$ cat src/rtl/booth_pp_gen.sv
// Radix-4 Booth partial-product generator (8x8, signed/unsigned): five 16-bit words summing to a*b mod 2^16.
// Latency 2 cycles (S1 digit encode, S2 pp select); full valid/ready backpressure, in_ready combinational from out_ready.
module booth_pp_gen (
   input  logic        clock,
   input  logic        reset,
   input  logic        io_in_valid,
   output logic        io_in_ready,
   input  logic [7:0]  io_in_a,
   input  logic [7:0]  io_in_b,
   input  logic        io_in_signed,
   output logic        io_out_valid,
   input  logic        io_out_ready,
   output logic [15:0] io_out_pp_0,
   output logic [15:0] io_out_pp_1,
   output logic [15:0] io_out_pp_2,
   output logic [15:0] io_out_pp_3,
   output logic [15:0] io_out_pp_4,
   output logic        io_out_signed
);

   typedef struct packed {
      logic neg;
      logic one;
      logic two;
   } booth_dig_t;

   logic                s1_valid;
   logic                s2_valid;
   logic                s1_adv;
   logic                s2_adv;
   logic                in_fire;
   logic [15:0]         s1_a;
   logic                s1_signed;
   booth_dig_t [4:0]    s1_dig;
   booth_dig_t [4:0]    dig_nxt;
   logic [15:0]         a_ext;
   logic [10:0]         b_pad;
   logic [15:0]         mag     [5];
   logic [15:0]         sel     [5];
   logic [15:0]         pp_nxt  [5];
   logic [15:0]         pp_q    [5];
   logic                s2_signed;

   assign s2_adv      = !s2_valid || io_out_ready;
   assign s1_adv      = s1_valid && s2_adv;
   assign io_in_ready = !s1_valid || s2_adv;
   assign in_fire     = io_in_valid && io_in_ready;

   // b_pad = {B_ext, b[-1]}; digit i looks at the triplet b_pad[2i+2:2i]
   assign a_ext = {{8{io_in_signed & io_in_a[7]}}, io_in_a};
   assign b_pad = {{2{io_in_signed & io_in_b[7]}}, io_in_b, 1'b0};

   always_comb begin
      dig_nxt = '0;
      for (int i = 0; i < 5; i++) begin
         dig_nxt[i].neg = b_pad[2*i+2] & ~(b_pad[2*i+1] & b_pad[2*i]);
         dig_nxt[i].one = b_pad[2*i+1] ^ b_pad[2*i];
         dig_nxt[i].two = (b_pad[2*i+2] & ~b_pad[2*i+1] & ~b_pad[2*i]) |
                          (~b_pad[2*i+2] & b_pad[2*i+1] & b_pad[2*i]);
      end
   end

   // Full two's-complement negation here, so the tree needs no correction bits
   always_comb begin
      for (int i = 0; i < 5; i++) begin
         mag[i]    = 16'd0;
         sel[i]    = 16'd0;
         pp_nxt[i] = 16'd0;
         if (s1_dig[i].two)
            mag[i] = {s1_a[14:0], 1'b0};
         else if (s1_dig[i].one)
            mag[i] = s1_a;
         sel[i]    = s1_dig[i].neg ? (~mag[i] + 16'd1) : mag[i];
         pp_nxt[i] = sel[i] << (2*i);
      end
   end

   always_ff @(posedge clock) begin
      if (reset) begin
         s1_valid  <= 1'b0;
         s1_a      <= 16'd0;
         s1_signed <= 1'b0;
         s1_dig    <= '0;
      end else begin
         if (io_in_ready)
            s1_valid <= io_in_valid;
         if (in_fire) begin
            s1_a      <= a_ext;
            s1_signed <= io_in_signed;
            s1_dig    <= dig_nxt;
         end
      end
   end

   always_ff @(posedge clock) begin
      if (reset) begin
         s2_valid  <= 1'b0;
         s2_signed <= 1'b0;
         for (int i = 0; i < 5; i++)
            pp_q[i] <= 16'd0;
      end else begin
         if (s2_adv)
            s2_valid <= s1_valid;
         if (s1_adv) begin
            s2_signed <= s1_signed;
            for (int i = 0; i < 5; i++)
               pp_q[i] <= pp_nxt[i];
         end
      end
   end

   assign io_out_valid  = s2_valid;
   assign io_out_signed = s2_signed;
   assign io_out_pp_0   = pp_q[0];
   assign io_out_pp_1   = pp_q[1];
   assign io_out_pp_2   = pp_q[2];
   assign io_out_pp_3   = pp_q[3];
   assign io_out_pp_4   = pp_q[4];

endmodule

$ cat config.mk
export PLATFORM = sky130hd
export DESIGN_NAME = booth_pp_gen
export DESIGN_NICKNAME = d
export VERILOG_FILES = /design/src/rtl/booth_pp_gen.sv
export SDC_FILE = /design/constraint.sdc
export NUM_CORES = 1
export LEC_CHECK = 0
export CELL_PAD_IN_SITES_DETAIL_PLACEMENT = 1
export CELL_PAD_IN_SITES_GLOBAL_PLACEMENT = 2
export CORE_MARGIN = 10
export CORE_UTILIZATION = 34
export CTS_BUF_LIST = sky130_fd_sc_hd__clkbuf_16
export DETAILED_ROUTE_END_ITERATION = 16
export PLACE_DENSITY_LB_ADDON = 0.15
export SYNTH_ARGS = -nofsm -noshare
export SYNTH_HDL_FRONTEND = slang
export SYNTH_SLANG_ARGS = --single-unit
$ cat constraint.sdc
create_clock -name clock -period 4.95 [get_ports clock]
set_input_delay 0.495 -clock clock [delete_from_list [all_inputs] [get_ports clock]]
set_output_delay 0.495 -clock clock [all_outputs]
set_load 0.01 [all_outputs]
==> metrics.md, run 1 <==
| Metric | Value |
|---|---|
| Max frequency | `0.345 GHz` |
| Hold Buf Count CTS | `0` |
| VDD IR max | `~0.16 mV` |
| Clock skew | `0.00757 ns` |
| R2R cell count | `8` |
| CTS clk-pin slew, worst paths | `0.06 ns` |
| Async SR Flop Fraction | `0%` |
| Busiest layer in global routing | `met2` |
| Crit path kind | `input port to flip-flop` |
| Initial Util | `34.3%` |
| DP Worst Slack | `1.66 ns` |
| Dominant cell type by area after synthesis | `edfxtp_1` |
| Syn Inst Count | `592` |
| Worst setup EP type | `flip-flop` |
| Synth top area cells | `edfxtp_1 35%, dfxtp_1 10%, nand2_1 5.9%` |
| Most frequent cells in the layout | `83 x clkdlybuf4s50_1, 81 x nand2_1, 71 x nor2_1, 60 x edfxtp_1, 56 x a21oi_1` |
| Pre-antenna DRT Iters | `4` |
| Hold Path Depth | `2` |
| Vias in the first global route | `4510` |
| Num rows | `45` |
| Pwr Density | `301 nW/µm²` |
| Met2 GRT Util | `between 20% and 30%` |
| P_leak | `2.21 nW` |
| Crit path max fanout | `41` |
| Period utilization | `58.5%` |
| Fin. max-slew vios | `0` |
| Setup Buffers After CTS | `0` |
| Final setup viols | `0` |
| Detailed Place HPWL | `10.3 mm` |
| Vias | `4369` |
| Pin count of the biggest net entering global routing | `55` |
| RSZ-0062 raised after global routing | `false` |
| DIE WIDTH | `143 µm` |
| Number of H-tree levels | `3` |
| HP Class | `flip-flop to flip-flop` |
| PortBufs | `83` |
| WP data required | `slightly below 5 ns` |
| Mean Syn Cell Area | `8.75 µm²` |
| Crit-path cells | `clkdlybuf4s50_1 -> nand2b_2 -> buf_4` |
| Critical Path Max Stage Delay | `1.14 ns` |
| Area grow syn2layout | `22.0%` |
| RD Place Congestion | `0.775` |
| TNS Setup | `0 ns` |
| Post-route cell area | `~6300 µm²` |
| Synth warn | `0` |
| Antenna Nets Post-Route | `0` |
| Crit start category | `input port` |
| Vias per inst | `5.27` |
| Distinct cell type count after synthesis | `50` |
| Cell area after synthesis | `5180 µm²` |
| Post-synthesis sequential area ratio | `45.2%` |
| Status | `finished clean` |
| Post-DR wirelength/cell | `18.0 µm` |
| Worst path slowest cell | `clkdlybuf4s50_1` |
| Worst slew margin | `between 20% and 30%` |
| Initial antenna violation count | `0` |
| CTS tree | `done` |
| Fin. Hold Viols | `0` |
| Max-cap viol count | `0` |
| Main synth FF type | `edfxtp_1` |
| Final WS setup | `2.06 ns` |
| CTS resizes | `0` |
| Core box area | `roughly 15000 µm²` |
| CTS root buffer | `clkbuf_16` |
| Post-route DRC | `0` |
| Routing usage on met1 | `19.0%` |
| Post-synth EDFFs | `60` |
| First-pass GRT wire length | `approximately 24 mm` |
| Initial DRC count | `252` |
| Die height | `143 µm` |
| Die Area | `just over 20000 µm²` |
| Clock Latency Late Sink | `around 0.35 ns` |
| Slew @ Worst Pin | `1.13 ns` |
| Synth Register Bits | `87` |
| GRT met3 Usage | `a little over 3%` |
| Post-DP Area | `between 5000 and 6000 µm²` |
| Most common library cell in the layout ignoring fill and taps | `clkdlybuf4s50_1` |
| Grt ovf | `0` |
| Worst Path Arrival | `between 2 and 3 ns` |
| ANT cells | `0` |
| Nets | `665` |
| Clock sinks | `between 80 and 90` |
| WL final | `15.0 mm` |
| Final min period | `2.89 ns` |
| I/O pins | `104` |
| Synth top area share | `34.8%` |
| Max Buffers Root-to-Sink | `2` |
| TritonCTS buffer count | `9` |
| Gr usage total | `14.8%` |
| Share of layout cells above drive strength 1 | `3.74%` |
## per-layer routing
layer	vias to the layer above	wire (µm)
li1	2127	-
met5	-	0
met4	0	274
met3	17	696
met1	2130	7130
met2	95	6850
## synth_stat cells (all sizes together), types with 2 or more instances
master / count
a22oi: 14
o21ai: 24
a211oi: 4
a21o: 4
nor2: 71
or4: 2
a21oi: 57
nor2b: 16
o211ai: 2
buf: 30
o22ai: 5
nand2b: 13
o21a: 3
xnor2: 19
edfxtp: 60
mux2i: 9
clkbuf: 43
inv: 10
a22o: 2
nand3: 7
o32ai: 2
or2: 3
xor2: 13
nand3b: 10
nor4: 6
o31ai: 7
a21boi: 2
a211o: 2
nand2: 81
o32a: 2
dfxtp: 27
and2: 5
o41ai: 6
a31oi: 6
a2bb2oi: 4
nor3: 3
ha: 8
## worst max-delay path, delay by kind of cell
kind                   cells  cell delay, ns
buffers and inverters      2            1.72
AND/OR/NAND/NOR            1            0.62
## metrics by stage
step | power, mW | instances | util [%] | hold slack, ns
6_report | 1.91 | 829 | 41.9 | 0.461
4_1_cts | 1.93 | 829 | 41.9 | 0.462
2_1_floorplan | 1.04 | 611 | - | 0.425
3_5_place_dp | 1.16 | 813 | 39.7 | 0.453
3_3_place_gp | 1.15 | 813 | 39.7 | 0.446
5_1_grt | 1.99 | 829 | 41.9 | 0.513
## cell families after synthesis
group	after synthesis	synth area share, %
simple gates	222	19.7
compound gates	150	18.2
flops	87	45.2
buf+inv	83	7.75
xor+xnor	32	5.41
mux	9	1.74
fa+ha+maj	8	1.93
other cells	1	0.0724
## registers in the layout (all words and copies together) (netlist names)
signal	flops
s1_valid	1
io_out_signed	1
pp_q	60
s1_a	9
s1_signed	1
io_out_valid	1
s1_dig	14
## worst paths after layout
kind                                     to  slack [ns]       from
worst max-delay path            pp_q[0][44]        2.06      reset
worst min-delay path                s1_a[2]        0.46    s1_a[2]
worst max register to register  pp_q[0][62]        2.34  s1_dig[9]
worst min register to register      s1_a[2]        0.46    s1_a[2]
## layout make-up
cell class | count | area [µm²]
Inverter | 10 | 37.5
Clock buffer | 9 | 225
Clock inverter | 7 | 106
Multi-Input combinational cell | 441 | 2510
Timing Repair Buffer | 87 | 861
Fill cell | 1759 | 8770
Sequential cell | 87 | 2340
Tap cell | 188 | 235
## where the power goes
part | internal [mW] | switching (mW)
Clock | 0.487 | 0.278
Sequential | 0.817 | 0.0590
Combinational | 0.122 | 0.143
Total | 1.43 | 0.481
No activity file was read; power rests on OpenSTA's default activity.
==> inputs of run 2 (changes only) <==
- CORE_UTILIZATION: 34 -> 28
- clock period: 4.95 -> 2.5 ns (I/O delays scaled with it)
==> run 2 against run 1 <==
Net effect:
- die area rose by 18%
- total power rose by 90%
- clock-buffer cell count did not move
- clock skew rose by 0.0019 ns
- critical path type is now flip-flop to flip-flop
- largest cell class unchanged
- largest power group unchanged
==> metrics.md, run 2 (same netlist as run 1, synthesis figures left out) <==
| Metric | Value |
|---|---|
| Fin. max-slew vios | `0 (unchanged)` |
| Crit-path cells | `and2_1 -> o32a_1 -> o41ai_1 -> nand2b_1 -> a21oi_1` |
| Critical hold path startpoint | `io_in_a[2]` |
| P_leak | `2.33 nW (+5.3%)` |
| CTS tree | `done` |
| Area grow syn2layout | `26.5%` |
| CTS root buffer | `clkbuf_16` |
| Number of flip-flops in the largest register | `60 (unchanged)` |
| Clock sinks | `87 (unchanged)` |
| Pwr Density | `552 nW/µm² (+83%)` |
| Pre-antenna DRT Iters | `4 (unchanged)` |
| Gr usage total | `13.1% (-1.7 points)` |
| VDD IR max | `0.339 mV (+120%)` |
| Initial DRC count | `236 (-6.3%)` |
| RR Endpoint | `pp_q[0][29]` |
| Hold Buf Count CTS | `0 (unchanged)` |
| Crit path max fanout | `17 (-59%)` |
| DP Worst Slack | `0.236 ns (-1.42 ns)` |
| WP data required | `2.59 ns (-2.34 ns)` |
| Clock skew | `0.00946 ns (+0.00188 ns)` |
| Share of layout cells above drive strength 1 | `7.50% (+3.8 points)` |
| RD Place Congestion | `0.804 (+3.8%)` |
| I/O pins | `104 (unchanged)` |
| PortBufs | `83 (unchanged)` |
| Hold Path Depth | `3 (+1)` |
| Vias | `4393 (+0.55%)` |
| Crit path kind | `flip-flop to flip-flop` |
| Setup slack, reg-to-reg | `0.19 ns (-2.15 ns)` |
| Max Buffers Root-to-Sink | `2 (unchanged)` |
| Final min period | `2.31 ns` |
| Most frequent cells in the layout | `83 x clkdlybuf4s50_1, 81 x nand2_1, 71 x nor2_1, 60 x edfxtp_1, 56 x a21oi_1` |
| DIE WIDTH | `156 µm (+8.8%)` |
| ANT cells | `0 (unchanged)` |
| TritonCTS buffer count | `9 (unchanged)` |
| Largest regs | `pp_q (60), s1_dig (14), s1_a (9)` |
| Delay-heaviest family, CP | `compound AO/OA/AOI/OAI gates` |
| HP Class | `input port to flip-flop` |
| Critical Path Max Stage Delay | `0.54 ns (-0.60 ns)` |
| Initial Util | `28.6% (-5.7 points)` |
| RSZ-0062 raised after global routing | `false` |
| Core box area | `18100 µm² (+20%)` |
| CTS resizes | `0 (unchanged)` |
| Status | `finished clean` |
| R2R cell count | `5 (-3)` |
| Most common library cell in the layout ignoring fill and taps | `clkdlybuf4s50_1` |
| Pin count of the biggest net entering global routing | `55 (unchanged)` |
| Worst slew margin | `52.9% (+29 points)` |
| Slew @ Worst Pin | `0.706 ns (-0.429 ns)` |
| Max frequency | `0.433 GHz` |
| Worst path slowest cell | `dfxtp_1` |
| Fin. Hold Viols | `0 (unchanged)` |
| TNS Setup | `0 ns (unchanged)` |
| Number of H-tree levels | `3 (unchanged)` |
| Crit start category | `flip-flop` |
| Vias per inst | `4.90 (-7.0%)` |
| WP buf/inv | `0 (-2)` |
| Die height | `156 µm (+8.8%)` |
| R2r startpoint | `s1_a[1]` |
| Register name with the most flops | `pp_q` |
| Vias in the first global route | `4712 (+4.5%)` |
| Grt ovf | `0 (unchanged)` |
| Final WS setup | `0.191 ns (-1.86 ns)` |
| Worst Path Arrival | `2.39 ns (-0.49 ns)` |
| Die Area | `24300 µm² (+18%)` |
| Antenna Nets Post-Route | `0 (unchanged)` |
| WHS Endpoint | `s1_a[2]` |
| Setup Buffers After CTS | `0 (unchanged)` |
| Period utilization | `approximately 92%` |
| Initial antenna violation count | `0 (unchanged)` |
| Max-cap viol count | `0 (unchanged)` |
| First-pass GRT wire length | `25.7 mm (+6.7%)` |
| CTS clk-pin slew, worst paths | `0.06 ns (about the same)` |
| WL final | `15.7 mm (+5.1%)` |
| Num rows | `49 (+8.9%)` |
| Nets | `691 (+3.9%)` |
| Worst setup EP type | `flip-flop` |
| Final setup viols | `0 (unchanged)` |
| Clock Latency Late Sink | `0.35 ns (about the same)` |
| Post-DR wirelength/cell | `17.5 µm (-2.7%)` |
| Detailed Place HPWL | `11.8 mm (+14%)` |
| Post-route DRC | `0 (unchanged)` |
==> run 2: cell count changes in the layout (fill, tap and decap cells not counted) <==
cell       change
buf_4         +23
buf_12         +3
bufinv_16      -2
clkinv_1       +2
clkinv_2       +2
inv_1          -2
==> run 2: worst max path at each step <==
stage	from	endpoint	slack [ns]	depth (start not counted)
final	s1_a[1]	pp_q[0][29]	0.19	5
after floorplan	io_out_valid	pp_q[0][0]	0.03	3
after global routing	s1_a[1]	pp_q[0][29]	0.08	5
after CTS	s1_a[1]	pp_q[0][29]	0.22	5
after detailed placement	s1_a[1]	pp_q[0][28]	0.24	5
after global placement	s1_a[1]	pp_q[0][9]	0.27	5
==> run 2: cell type report <==
class / instances / area, µm²
fillers: 2112 / 11500
multi-input cells: 441 / 2510
flip-flops and latches: 87 / 2340
repair buffers: 113 / 1090
well taps: 229 / 287
clock buffers: 9 / 225
clock inverters: 7 / 56.3
inverters: 10 / 37.5
==> run 2: metal layers <==
| layer | GRT usage, % | wire (µm) | up-vias | share of wire (%) |
|---|---|---|---|---|
| met1 | 17.0 | 7470 | 2102 | 48 |
| met3 | 3.50 | 909 | 13 | 5.8 |
| li1 | - | - | 2182 | - |
| met2 | 20.9 | 7150 | 96 | 45 |
| met4 | 3.51 | 189 | 0 | 1.2 |
| met5 | 0 | 0 | - | 0 |
==> run 2: tightest hold or removal path: cells and delay by family <==
| kind | cells | cell delay, ns |
|---|---|---|
| buffers and inverters | 1 | 0.40 |
| AOI/OAI and AO/OA | 1 | 0.05 |
| and+or+nand+nor | 1 | 0.06 |
==> run 2: power by group <==
part	total, mW	internal (mW)	switching (mW)
combinational	0.607	0.274	0.333
clock	1.32	0.759	0.559
sequential	1.69	1.62	0.0769
==> run 2: metrics by stage <==
stage	hold slack (ns)	area [µm²]	util [%]	instances	power [mW]
CTS	0.463	6560	36.2	896	3.66
global placement	0.445	6270	34.7	880	2.33
detailed placement	0.460	6270	34.7	880	2.34
finish	0.472	6560	36.2	896	3.62
floorplan	0.386	5250	-	611	2.07
global route	0.482	6560	36.2	896	3.78
==> RTL change (config.mk and constraints of run 2) <==
Make the reset (`reset`) asynchronous in 2 clocked blocks.
--- a/src/rtl/booth_pp_gen.sv
+++ b/src/rtl/booth_pp_gen.sv
@@ -75,7 +75,7 @@
       end
    end
 
-   always_ff @(posedge clock) begin
+   always_ff @(posedge clock or posedge reset) begin
       if (reset) begin
          s1_valid  <= 1'b0;
          s1_a      <= 16'd0;
@@ -92,7 +92,7 @@
       end
    end
 
-   always_ff @(posedge clock) begin
+   always_ff @(posedge clock or posedge reset) begin
       if (reset) begin
          s2_valid  <= 1'b0;
          s2_signed <= 1'b0;
Check against the original RTL: differs if reset is asserted again (counterexample within 4 cycles, from zero or initial values and one cycle with reset high); with reset held inactive, the same outputs for 4 cycles.
==> RTL change against run 2 <==
Sequential cell count unchanged; design area increased by 2.9%; critical path depth grew 4; non-clock buffer count is 6 higher; maximum frequency is 1.9% higher; routed wire length increased by 12%; worst setup slack better by 0.043 ns; critical endpoint is now io_out_pp_0[10]$_DFFE_PP0P_; synthesized area grew 2.5%.
Power is not compared: it rests on default switching activity, and its combinational part moved more than twofold at a synthesized area within 25%.
==> RTL change: results <==
{
  "irDropWorstVdd_uv": 349,
  "post_cts_buffers": 0,
  "drive_gt1_share_pct": 11.0,
  "grt_pass1_vias": 4953,
  "yosys-top-cells-count": "nand2_1, dfrtp_1, o21ai_0, clkbuf_1, nor2_1",
  "crit_start": "s1_dig[0]$_DFFE_PP0P_",
  "cts_buffers": 9,
  "dp_hpwl_mm": 12.9,
  "worstSetupEndpoint": "io_out_pp_0[10]$_DFFE_PP0P_",
  "synthArstFlopShare_pct": 100,
  "gp_congestion": 0.814,
  "sw_frac_of_total_pct": 35.3,
  "synth_area_leaders": "dfrtp_1, nand2_1, o21ai_0, xnor2_1, mux2_2",
  "io_buffers": 83,
  "cts_root_buf": "clkbuf_16",
  "drt_iter0_drc": 240,
  "synthDistinctLibCells": 55,
  "max-slew-margin-rel_pct": 51.7,
  "ys_seq_area_share_pct": 41.0,
  "cp_top_family": "compound AO/OA/AOI/OAI gates",
  "largest_register_ffs": 16,
  "r2r_setup_slack_ns": 0.23,
  "fin_worst_skew_ns": 0.0129,
  "finalNetCount": 723,
  "htreeDepth": 3,
  "antenna_found_initial": 0,
  "hold_path.class": "primary input to async pin",
  "status": "completed",
  "diodes": 0,
  "viasPerCell": 4.96,
  "reg2regPathDepth": 9,
  "grt_pass1_wl_mm": 28.1,
  "cp_max_fo": 6,
  "path_clk_slew_ns": 0.07,
  "grt_use_total_pct": 14.5,
  "cp_slowest_stage_delay_ns": 0.53,
  "synth-warning-count": 0,
  "grt_max_degree": 88,
  "ys.flop_type": "dfrtp_1",
  "nFillCells": 2173,
  "clock_latency_ns": 0.37,
  "wl_per_cell_um": 18.9,
  "arrival_ns": 2.52,
  "cp_slowest_cell": "dfrtp_1"
}
RTL change: worst register-to-register path, delay by kind of cell (launching register included):
kind	cells	cell delay [ns]
compound gates	3	0.62
fa+ha+maj	1	0.21
buf+inv	1	0.21
flops	1	0.53
simple gates	4	0.59
RTL change: kinds of logic after synthesis:
group,synth area share (%)
buf+inv,7.73
flops,41.0
xor+xnor,5.44
fa+ha+maj,2.12
other cells,0.0706
simple gates,18.4
compound gates,20.0
mux,5.32
RTL change: per-layer routing:
layer / up-vias / global-route usage (%) / part of all wire, %
li1: 2238 / - / -
met1: 2279 / 19.1 / 47
met2: 89 / 22.5 / 45
met3: 14 / 3.77 / 5.8
met4: 0 / 5.34 / 1.6
met5: - / 0 / 0
RTL change: through the flow:
step                cells  worst slack, ns  hold WS, ns  cell area (um^2)
floorplan             640            0.166        0.335              5390
global route          932           0.0853        0.416              6750
detailed placement    916            0.268        0.465              6420
global placement      916            0.256        0.460              6420
CTS                   932            0.248        0.401              6750
finish                932            0.235        0.380              6750
RTL change: final cells by class:
type / instances / area [um^2] / area share [%]
clock buffers: 9 / 225 / 3.34
well taps: 234 / 293 / 4.34
clock inverters: 7 / 96.3 / 1.43
flip-flops and latches: 87 / 2180 / 32.3
repair buffers: 119 / 1130 / 16.7
inverters: 7 / 30.0 / 0.445
multi-input cells: 469 / 2800 / 41.5
RTL change: power groups by stage:
stage / Clock (uW) / Combinational, uW / Sequential [uW]
2_1_floorplan: 0 / 1180 / 2080
3_3_place_gp: 0 / 2250 / 2060
3_5_place_dp: 0 / 2290 / 2070
4_1_cts: 1560 / 2300 / 2050
5_1_grt: 1620 / 2490 / 2100
6_report: 1510 / 2250 / 2040
